==> src/rtl/seg7_uart_display.sv <==
// Four-digit multiplexed 7-segment display fed by received UART bytes.
// Ports: clk_30MHz, reset_n, rx_valid/rx_data in; seg, dp, an, bad_char, err_cnt out.
module seg7_uart_display #(
  parameter int unsigned REFRESH_DIV = 30000
) (
  input  logic       clk_30MHz,
  input  logic       reset_n,
  input  logic       rx_valid,
  input  logic [7:0] rx_data,
  output logic [6:0] seg,
  output logic       dp,
  output logic [3:0] an,
  output logic       bad_char,
  output logic [7:0] err_cnt
);

  localparam logic [15:0] LAST = 16'(REFRESH_DIV - 1);

  logic [3:0]  nib [4];
  logic [3:0]  vld;
  logic [3:0]  dpb;
  logic [15:0] cnt;
  logic [1:0]  scan;

  logic       is_num;
  logic       is_uc;
  logic       is_lc;
  logic       is_hex;
  logic       is_dot;
  logic       is_clr;
  logic       is_eol;
  logic       is_bad;
  logic [3:0] val;

  always_comb begin
    is_num = (rx_data >= 8'h30) && (rx_data <= 8'h39);
    is_uc  = (rx_data >= 8'h41) && (rx_data <= 8'h46);
    is_lc  = (rx_data >= 8'h61) && (rx_data <= 8'h66);
    is_hex = is_num | is_uc | is_lc;
    is_dot = (rx_data == 8'h2E);
    is_clr = (rx_data == 8'h23);
    is_eol = (rx_data == 8'h0D) || (rx_data == 8'h0A);
    is_bad = ~(is_hex | is_dot | is_clr | is_eol);
    // Letters carry value-9 in their low nibble ('A' = 0x41 -> 10).
    val = is_num ? rx_data[3:0] : rx_data[3:0] + 4'd9;
  end

  function automatic logic [6:0] font(input logic [3:0] n);
    logic [6:0] s;
    case (n)
      4'h0: s = 7'h40;
      4'h1: s = 7'h79;
      4'h2: s = 7'h24;
      4'h3: s = 7'h30;
      4'h4: s = 7'h19;
      4'h5: s = 7'h12;
      4'h6: s = 7'h02;
      4'h7: s = 7'h78;
      4'h8: s = 7'h00;
      4'h9: s = 7'h10;
      4'hA: s = 7'h08;
      4'hB: s = 7'h03;
      4'hC: s = 7'h46;
      4'hD: s = 7'h21;
      4'hE: s = 7'h06;
      default: s = 7'h0E;
    endcase
    return s;
  endfunction

  always_ff @(posedge clk_30MHz or negedge reset_n) begin
    if (!reset_n) begin
      for (int i = 0; i < 4; i++) nib[i] <= 4'h0;
      vld <= 4'h0;
      dpb <= 4'h0;
    end else if (rx_valid) begin
      unique case (1'b1)
        is_hex: begin
          nib[3] <= nib[2];
          nib[2] <= nib[1];
          nib[1] <= nib[0];
          nib[0] <= val;
          vld    <= {vld[2:0], 1'b1};
          dpb    <= {dpb[2:0], 1'b0};
        end
        is_dot: begin
          if (vld[0]) dpb[0] <= 1'b1;
        end
        is_clr: begin
          vld <= 4'h0;
          dpb <= 4'h0;
        end
        default: ;
      endcase
    end
  end

  always_ff @(posedge clk_30MHz or negedge reset_n) begin
    if (!reset_n) begin
      bad_char <= 1'b0;
      err_cnt  <= 8'd0;
    end else begin
      bad_char <= rx_valid & is_bad;
      if (rx_valid && is_bad && err_cnt != 8'hFF)
        err_cnt <= err_cnt + 8'd1;
    end
  end

  always_ff @(posedge clk_30MHz or negedge reset_n) begin
    if (!reset_n) begin
      cnt  <= 16'd0;
      scan <= 2'd0;
    end else if (cnt == LAST) begin
      cnt  <= 16'd0;
      scan <= scan + 2'd1;
    end else begin
      cnt <= cnt + 16'd1;
    end
  end

  // Outputs come from the scan index and buffer as held before this
  // edge, so an and seg/dp always switch together.
  always_ff @(posedge clk_30MHz or negedge reset_n) begin
    if (!reset_n) begin
      seg <= 7'h7F;
      dp  <= 1'b1;
      an  <= 4'b1110;
    end else begin
      seg <= vld[scan] ? font(nib[scan]) : 7'h7F;
      dp  <= ~(vld[scan] & dpb[scan]);
      an  <= ~(4'b0001 << scan);
    end
  end

endmodule

==> config.mk <==
export PLATFORM = sky130hd
export DESIGN_NAME = seg7_uart_display
export DESIGN_NICKNAME = d
export VERILOG_FILES = /design/src/rtl/seg7_uart_display.sv
export SDC_FILE = /design/constraint.sdc
export NUM_CORES = 1
export LEC_CHECK = 0
export ABC_AREA = 1
export CAP_MARGIN = 20
export CORE_MARGIN = 2
export CORE_UTILIZATION = 35
export DETAILED_ROUTE_END_ITERATION = 16
export GPL_TIMING_DRIVEN = 0
export MAX_ROUTING_LAYER = met4
export PLACE_DENSITY = 0.56
export SETUP_SLACK_MARGIN = 0.1
export SYNTH_ARGS = -nofsm -noshare
export SYNTH_HDL_FRONTEND = slang
export SYNTH_SLANG_ARGS = --single-unit
==> constraint.sdc <==
create_clock -name clk_30MHz -period 2.2 [get_ports clk_30MHz]
set_input_delay 0.33 -clock clk_30MHz [delete_from_list [all_inputs] [get_ports clk_30MHz]]
set_output_delay 0.33 -clock clk_30MHz [all_outputs]
set_load 0.01 [all_outputs]
==> results by group, run 1 <==
Clock network
  • H-tree lvl count: 3
  • Clk buf depth: 2
  • Root Driver: clkbuf_8
  • Clock buffer count from CTS: 9
  • Worst-path clk slew: around 80 ps
  • Worst-Skew Late Latency: approximately 340 ps
  • CTS tree: done
  • Sinks on Clock Net: 63

Power
  • Overall Power: about 3400 uW
  • Seq pwr share: 45.4%
  • P_sw: 1020 uW
  • P_int: 2410 uW
  • Static Leakage: roughly 0.002 uW
  • Combinational share of power: roughly a quarter
  • Clk pwr share: a little under a third
  • Worst VDD drop: 0.000293 V
  • Sw frac: 29.8%
  • PwrDens: around 800 mW/mm2

Synthesis
  • Largest area contributor in the netlist: dfrtp_1
  • Yosys warns: 0
  • Syn nets: ~460
  • Post-synth EDFFs: 0
  • Top FF cell, synth: dfrtp_1
  • Post-Synthesis Cells: 436
  • Synth cell types: 36
  • Post-synth ARST share: between 90% and 100%
  • Commonest cells in the synthesized netlist: nand2_1, dfrtp_1, nand3_1
  • #FFs+latches synth: 63
  • Synth top area share: 37.1%
  • Top post-synthesis cells by area: dfrtp_1, nand2_1, dfstp_2, nand3_1, ha_1
  • Top-count cell post-synth: nand2_1
  • Syn Area/Cell: roughly 8.0 um2
  • Syn Std Cell Area: 0.00351 mm2
  • Register area share after synthesis: between 40% and 50%

Timing
  • Setup violators final: 0
  • Worst setup margin: around 340 ps
  • Worst slew pin tran: between 700 and 800 ps
  • Unrepaired setup endpoints after global routing: no
  • Clock Skew: approximately 13 ps
  • Fin. Hold Viols: 0
  • Slew HR: 47.7%
  • Ratio of final minimum period to clock period: a little over four fifths
  • Final Critical Period: 1860 ps
  • Slew Limit Fails: 0
  • FMAX: around 0.54 GHz
  • Setup Total Neg Slack: 0 ps

Outcome
  • Status: complete, no violations

Global route
  • Initial antenna violation count: 0
  • Vias in the first global route: 2,785
  • First-pass GRT wire length: between 10,000 and 15,000 um
  • Gr ovfl total: 0
  • Pin count of the biggest net entering global routing: 64
  • Total Routing Usage GR: ~15%

Cells and area
  • Ant diodes: 0
  • Design area: around 0.0042 mm2
  • Non-filler cells, final: around 620
  • Area Growth Syn to Fin: 20.3%
  • Nets: 506
  • Share of post-route cells with drive strength above 1: roughly 13%

Floorplan
  • Core Region: 0.00973 mm2
  • DIE HEIGHT: ~100 um
  • Die area: between 0.01 and 0.015 mm2
  • Die Width: between 100 and 150 um
  • Row count: 36
  • I/O pins: 32
  • Initial core utilization: a little over a third

Routing
  • Drt pass-1 iters: 4
  • DR vias/cell: between 4 and 5
  • WL final: about 7000 um
  • DRC: 0
  • DR vias: 2,904
  • DR WL/cell: roughly 11 um
  • First DRT Iteration DRCs: roughly 150
  • Post-route antenna net violation count: 0

Critical path
  • Crit-path most repeated cell: inv_1
  • Worst Path Arrival: roughly 2100 ps
  • Delay-heaviest family, CP: buffers and inverters
  • Slowest cell on crit path: dfrtp_1
  • Cell Chain, Critical Path: inv_2, clkbuf_4, nand2_1, nand3_1, nand2_2, inv_1, ha_1, inv_1, o31a_1, o21ai_1
  • CP Capture Type: register
  • Startpoint Class: register
  • Worst Path Buf+Inv: 4
  • R2R Setup Slk: 340 ps
  • Worst-path fanout max: 11
  • CP max stage delay: between 400 and 500 ps
  • CP Class: reg -> reg
  • Required @ worst endpoint: approximately 2500 ps

Placement
  • Place WS: -109 ps
  • Placement Cell Area: around 0.004 mm2
  • Dpl cells: roughly 600
  • GP Congestion: 0.827
  • HPWL Detailed: 5040 um
  • PortBufs: 29

Hold path
  • Worst hold path type: in -> async

Run
  • Max-cap violations: 0
cell usage in the layout, fill, tap and decap left out, types with 2 or more instances in the layout:
cell,Yosys,layout
nor3_1,4,4
buf_2,7,5
ha_1,16,16
clkbuf_4,0,2
clkdlybuf4s50_1,0,26
o21ai_2,3,3
clkbuf_1,2,3
clkinvlp_4,0,2
nand4_1,11,11
o21ai_0,16,16
nor2_2,2,2
bufinv_16,0,2
inv_2,5,5
o211ai_1,3,3
inv_1,39,39
dfrtp_1,52,52
nor4_1,2,2
o21ai_1,4,4
dlymetal6s2s_1,0,2
xnor2_1,3,3
nor2_1,36,36
clkinv_2,0,2
buf_6,2,2
nand2_1,132,131
a21oi_1,7,7
dfstp_2,11,11
nand3_1,49,49
buf_4,0,4
clkbuf_8,0,9
nor2_4,5,5
xor2_1,10,10
nand2_2,3,4
cell families after synthesis:
logic type | synth area share [%]
flops | 45.4
xor+xnor | 3.25
buf+inv | 6.67
fa+ha+maj | 5.71
compound gates | 6.32
simple gates | 32.7
path summary, 6_finish.rpt:
kind | startpoint | to | cells after the start
worst min-delay path | reset_n | nib[10] | 1
max in group asynchronous | reset_n | cnt[12] | 1
worst max register to register | scan[0] | seg[0] | 10
min in group clk_30MHz | rx_data[3] | nib[15] | 4
worst min register to register | nib[2] | nib[2] | 2
worst max-delay path | scan[0] | seg[0] | 10
layout make-up:
cell class                 instances  area, um2
buffer                            11       70.1
clock buffer                      10        128
clock inverter                     6       85.1
fill                            1011       5510
inverter                          45        169
multi-input combinational        317       1690
sequential                        63       1590
tap                              133        166
timing repair buffer              32        315
layer usage:
metal | GRT usage (%) | share of wire, %
met5 | - | 0
met4 | 6.18 | 1.7
met3 | 2.88 | 3.3
met2 | 22.6 | 46
met1 | 18.9 | 50
power groups by stage:
stage               Combinational (uW)  Clock (uW)  Sequential, uW
floorplan                          453           0            1590
global route                       914        1170            1590
finish                             801        1080            1560
CTS                                805        1110            1560
detailed placement                 802           0            1580
global placement                   784           0            1580
flip-flops by register name (all words and copies together), names as in the netlist:
register	cells
dp	1
cnt	16
dpb	4
nib	16
vld	4
seg	7
err_cnt	8
scan	2
an	4
bad_char	1
through the flow:
stage,hold slack [ps],util (%)
2_1_floorplan,34.4,-
3_3_place_gp,456,40.7
3_5_place_dp,460,40.7
4_1_cts,108,42.9
5_1_grt,137,43.3
6_report,80.5,43.3
timing repair:
action,CTS,global route
gates resized for setup,0,6
hold buffers,0,0
buffers inserted,0,3
endpoints found under the setup margin,0,16
(Power assumes the default switching activity.)
==> run 2, diff against run 1 <==
==> constraint.sdc (replaced) <==
create_clock -name clk_30MHz -period 1.75 [get_ports clk_30MHz]
set_input_delay 0.2625 -clock clk_30MHz [delete_from_list [all_inputs] [get_ports clk_30MHz]]
set_output_delay 0.2625 -clock clk_30MHz [all_outputs]
set_load 0.01 [all_outputs]
==> results by group, run 2 (same netlist as run 1, synthesis figures left out) <==
Timing
  • Slew Limit Fails: 0
  • Fin. Hold Viols: 0
  • Unrepaired setup endpoints after global routing: yes
  • Clock Skew: ~11 ps
  • Worst slew pin tran: between 700 and 800 ps
  • Hold slack: roughly 14 ps
  • FMAX: a little over 0.6 GHz
  • Final Critical Period: about 1600 ps
  • Setup violators final: 0
  • Slew HR: 46.9%
  • Ratio of final minimum period to clock period: just over 90%

Global route
  • First-pass GRT wire length: ~13,000 um
  • Gr ovfl total: 0
  • Vias in the first global route: 2,832
  • Pin count of the biggest net entering global routing: 64
  • Total Routing Usage GR: between 10 and 15%
  • Initial antenna violation count: 0

Hold path
  • Worst hold path type: in -> async

Floorplan
  • DIE HEIGHT: 104 um
  • I/O pins: 32
  • Die area: around 0.011 mm2
  • Initial core utilization: roughly 36%
  • Core Region: 0.00973 mm2
  • Die Width: ~100 um
  • Row count: 36

Cells and area
  • Share of post-route cells with drive strength above 1: between 20 and 25%
  • Area Growth Syn to Fin: 27.3%
  • Nets: 524
  • Ant diodes: 0
  • Top flop regs: cnt x16, nib x16, err_cnt x8
  • Most frequent cells in the layout: nand2_1, dfrtp_1, nand3_1
  • Commonest non-fill, non-tap cell in the layout: nand2_1
  • Layout Utilization: around 46%

Clock network
  • H-tree lvl count: 3
  • CTS hold repair buffers: 0
  • Worst-Skew Late Latency: approximately 330 ps
  • Root Driver: clkbuf_8
  • CTS tree: done
  • Sinks on Clock Net: 63
  • Clock buffer count from CTS: 9
  • Clk buf depth: 2
  • Worst-path clk slew: about 70 ps

Critical path
  • CP Class: reg -> out
  • Delay-heaviest family, CP: buffers and inverters
  • Worst Path Buf+Inv: 1
  • Slowest cell on crit path: clkdlybuf4s50_1
  • Startpoint Class: register
  • R2R Setup Slk: approximately 140 ps
  • Required @ worst endpoint: between 1000 and 1500 ps
  • Worst Path Arrival: about 1400 ps
  • CP max stage delay: around 520 ps
  • Worst-path fanout max: 1
  • Reg2reg start: scan[0]
  • Crit path from: an[1]
  • Cell Chain, Critical Path: clkdlybuf4s50_1
  • CP Capture Type: output port

Power
  • Overall Power: between 4000 and 5000 uW
  • Worst VDD drop: around 0.00042 V
  • PwrDens: between 900 and 1000 mW/mm2
  • Clk pwr share: 26.0%
  • Combinational share of power: between 20% and 30%
  • Static Leakage: around 0.0021 uW
  • Seq pwr share: a little under half
  • P_int: 2850 uW
  • Sw frac: roughly a third
  • P_sw: roughly 1300 uW

Placement
  • GP Congestion: slightly above 0.8
  • PortBufs: 29
  • HPWL Detailed: about 5000 um

Routing
  • Post-route antenna net violation count: 0
  • Drt pass-1 iters: 4
  • DR vias: about 3,000
  • DRC: 0
  • DR vias/cell: between 4 and 5
  • WL final: ~7400 um
  • First DRT Iteration DRCs: about 150
  • DR WL/cell: between 10 and 15 um

Outcome
  • Status: complete, no violations

Run
  • Max-cap violations: 0
[run 2: cell count changes in the layout (fill, tap and decap cells not counted), moves of 4 or more]
| cell | before | now |
|---|---|---|
| dlymetal6s2s_1 | 2 | 6 |
| ha_1 | 16 | 9 |
| ha_2 | 0 | 4 |
| buf_6 | 2 | 6 |
| nand3_1 | 49 | 45 |
| nand2_1 | 131 | 126 |
| clkdlybuf4s50_1 | 26 | 19 |
| inv_2 | 5 | 9 |
| inv_1 | 39 | 32 |
| buf_4 | 4 | 21 |
[run 2: layout make-up]
type,instances,area [um2]
clock buffer,11,141
multi-input combinational,317,1820
buffer,11,92.6
clock inverter,4,22.5
fill,1024,5270
inverter,45,176
timing repair buffer,50,454
sequential,63,1590
tap,133,166
[run 2: metrics by stage]
stage	cells	setup WS [ps]	instance area (um2)	TNS, ps
4_1_cts	622	89.9	4240	0
3_3_place_gp	598	-1690	3970	-111680
5_1_grt	634	30.4	4460	0
2_1_floorplan	436	127	3510	0
6_report	634	127	4460	0
3_5_place_dp	598	-490	3960	-14180
[run 2: worst paths after layout]
| check | endpoint | depth (start not counted) |
|---|---|---|
| max | an[1] | 1 |
| min | an[0] | 1 |
| max reg2reg | seg[0] | 9 |
| min reg2reg | dpb[3] | 2 |
| max in group asynchronous | err_cnt[3] | 1 |
| min in group clk_30MHz | nib[15] | 4 |
[run 2: repair_timing]
| action | in CTS | in global routing |
|---|---|---|
| gates resized for setup | 23 | 38 |
| cloned | 0 | 1 |
| endpoints found under the setup margin | 41 | 38 |
| pin swaps | 5 | 13 |
| setup buffers | 9 | 11 |
[run 2: power by group through the flow]
stage / clock (uW) / combinational, uW / sequential, uW
floorplan: 0 / 569 / 2000
global placement: 0 / 986 / 1980
detailed placement: 0 / 1010 / 1980
CTS: 1120 / 1040 / 1960
global route: 1180 / 1270 / 2000
finish: 1080 / 1130 / 1960
[run 2: layer usage]
| layer | track usage, % | vias up | wire length (um) |
|---|---|---|---|
| li1 | - | 1531 | - |
| met1 | 18.3 | 1392 | 3630 |
| met2 | 22.8 | 50 | 3480 |
| met3 | 2.32 | 11 | 227 |
| met4 | 5.50 | 0 | 96 |
| met5 | - | - | 0 |
==> run 3, diff against run 2 <==
--- a/config.mk
+++ b/config.mk
@@ -10,9 +10,9 @@
 export CORE_MARGIN = 2
 export CORE_UTILIZATION = 35
 export DETAILED_ROUTE_END_ITERATION = 16
-export GPL_TIMING_DRIVEN = 0
 export MAX_ROUTING_LAYER = met4
 export PLACE_DENSITY = 0.56
+export REMOVE_ABC_BUFFERS = 1
 export SETUP_SLACK_MARGIN = 0.1
 export SYNTH_ARGS = -nofsm -noshare
 export SYNTH_HDL_FRONTEND = slang
==> results by group, run 3 (same netlist as run 1, synthesis figures left out) <==
Cells and area
  • Multi-input gate area: between 0.0015 and 0.002 mm2
  • Commonest non-fill, non-tap cell in the layout: nand2_1
  • Share of post-route cells with drive strength above 1: approximately 27%
  • Nets: ~550
  • Design area: approximately 0.0047 mm2
  • Layout Utilization: 48.2%
  • # fillers: ~1,000
  • Most frequent cells in the layout: nand2_1, buf_4, dfrtp_1
  • Area Growth Syn to Fin: 33.8%
  • Top flop regs: cnt x16, nib x16, err_cnt x8
  • FF+latch area: approximately 0.0016 mm2
  • Ant diodes: 0

Routing
  • First DRT Iteration DRCs: 180
  • DR vias: between 3,000 and 4,000
  • WL final: roughly 7600 um
  • Post-route antenna net violation count: 0
  • DRC: 0
  • DR WL/cell: around 12 um
  • Drt pass-1 iters: 5
  • DR vias/cell: 4.64

Critical path
  • CP Class: reg -> reg
  • Worst Path Arrival: between 1500 and 2000 ps
  • R2R Setup Slk: about 140 ps
  • CP Capture Type: register
  • Worst-path fanout max: 5
  • R2R Path End: seg[4]
  • Reg2reg start: scan[0]
  • Reg2Reg Depth: 10
  • Startpoint Class: register
  • Required @ worst endpoint: ~2000 ps

Timing
  • Clock Skew: 8.14 ps
  • Slew HR: 74.0%
  • Unrepaired setup endpoints after global routing: yes
  • Worst setup margin: roughly 140 ps
  • Hold slack: about 460 ps
  • Slew Limit Fails: 0
  • Setup violators final: 0
  • FMAX: between 0.6 and 0.7 GHz
  • Ratio of final minimum period to clock period: a little over 90%
  • Final Critical Period: between 1500 and 2000 ps
  • Worst slew pin tran: between 300 and 400 ps
  • Fin. Hold Viols: 0

Power
  • Worst VDD drop: about 0.00048 V
  • Overall Power: between 4000 and 5000 uW
  • Static Leakage: 0.00228 uW
  • PwrDens: 932 mW/mm2

Global route
  • Total Routing Usage GR: between 10% and 20%
  • First-pass GRT wire length: 13,000 um
  • Pin count of the biggest net entering global routing: 64
  • Vias in the first global route: between 2,000 and 3,000
  • Initial antenna violation count: 0
  • Gr ovfl total: 0

Placement
  • Placement Cell Area: between 0.004 and 0.005 mm2
  • HPWL Detailed: 5360 um
  • Place WS: -307 ps
  • PortBufs: 31
  • GP Congestion: between 0.8 and 0.9

Clock network
  • Sinks on Clock Net: between 60 and 70
  • CTS tree: done
  • Root Driver: clkbuf_8
  • Clk buf depth: 2
  • Worst-Skew Late Latency: 340 ps
  • Worst-path clk slew: ~70 ps
  • Clock buffer count from CTS: 9
  • H-tree lvl count: 3

Floorplan
  • Die Width: ~100 um
  • Die area: 0.0108 mm2
  • I/O pins: 32
  • Row count: 36
  • DIE HEIGHT: between 100 and 150 um
  • Core Region: roughly 0.0097 mm2
  • Initial core utilization: 36.0%

Outcome
  • Status: complete, no violations

Run
  • Max-cap violations: 0

Hold path
  • Worst hold path type: in -> async
run 3: power by group:
| group | switching [uW] | internal [uW] | leakage (uW) | total [uW] |
|---|---|---|---|---|
| clock | 546 | 734 | 0.0000996 | 1280 |
| combinational | 588 | 543 | 0.00140 | 1130 |
| sequential | 193 | 1770 | 0.000784 | 1960 |
run 3: layout make-up:
| class | instances | share of cell area [%] |
|---|---|---|
| Tap cell | 133 | 3.55 |
| Clock inverter | 3 | 0.907 |
| Inverter | 45 | 3.66 |
| Clock buffer | 13 | 3.39 |
| Sequential cell | 63 | 34.1 |
| Multi-Input combinational cell | 317 | 38.6 |
| Timing Repair Buffer | 85 | 15.8 |
run 3: repair_timing:
item / 4_1_cts / 5_1_grt
hold buffers: 1 / 0
pin swaps: 3 / 15
gates cloned: 0 / 0
buffers inserted: 0 / 9
endpoints found under the setup margin: 36 / 49
hold endpoints to repair: 52 / 0
gates resized for setup: 19 / 47
run 3: how the worst max path moves through the flow:
stage                from  slack (ps)  cells past startpoint          to
2_1_floorplan     scan[0]          70                      9      seg[0]
3_3_place_gp   rx_data[1]        -280                     10  err_cnt[0]
3_5_place_dp   rx_data[0]        -310                     11  err_cnt[0]
4_1_cts           scan[0]          70                      8      seg[6]
5_1_grt            cnt[0]          60                      9     cnt[10]
6_report          scan[0]         140                     10      seg[4]
run 3: critical path, cell delays in order (launching register included):
cell and delay [ps]:
dfrtp_2 460, buf_6 150, nand2_1 50, nand3_1 90
nand2_2 110, inv_2 70, buf_4 130, ha_1 180
nand2_1 60, nand3_1 110, o211ai_1 110
run 3: through the flow:
step	TNS (ps)	std cells
floorplan	0	425
global placement	-7610	633
detailed placement	-8710	633
CTS	0	650
global route	0	659
finish	0	659
run 3: routing by layer:
layer	vias to the layer above	GRT usage, %	part of all wire, %
met1	1399	20.4	50
li1	1578	-	-
met2	63	21.6	44
met3	17	2.44	3.8
met4	0	7.92	2.5
met5	-	-	0
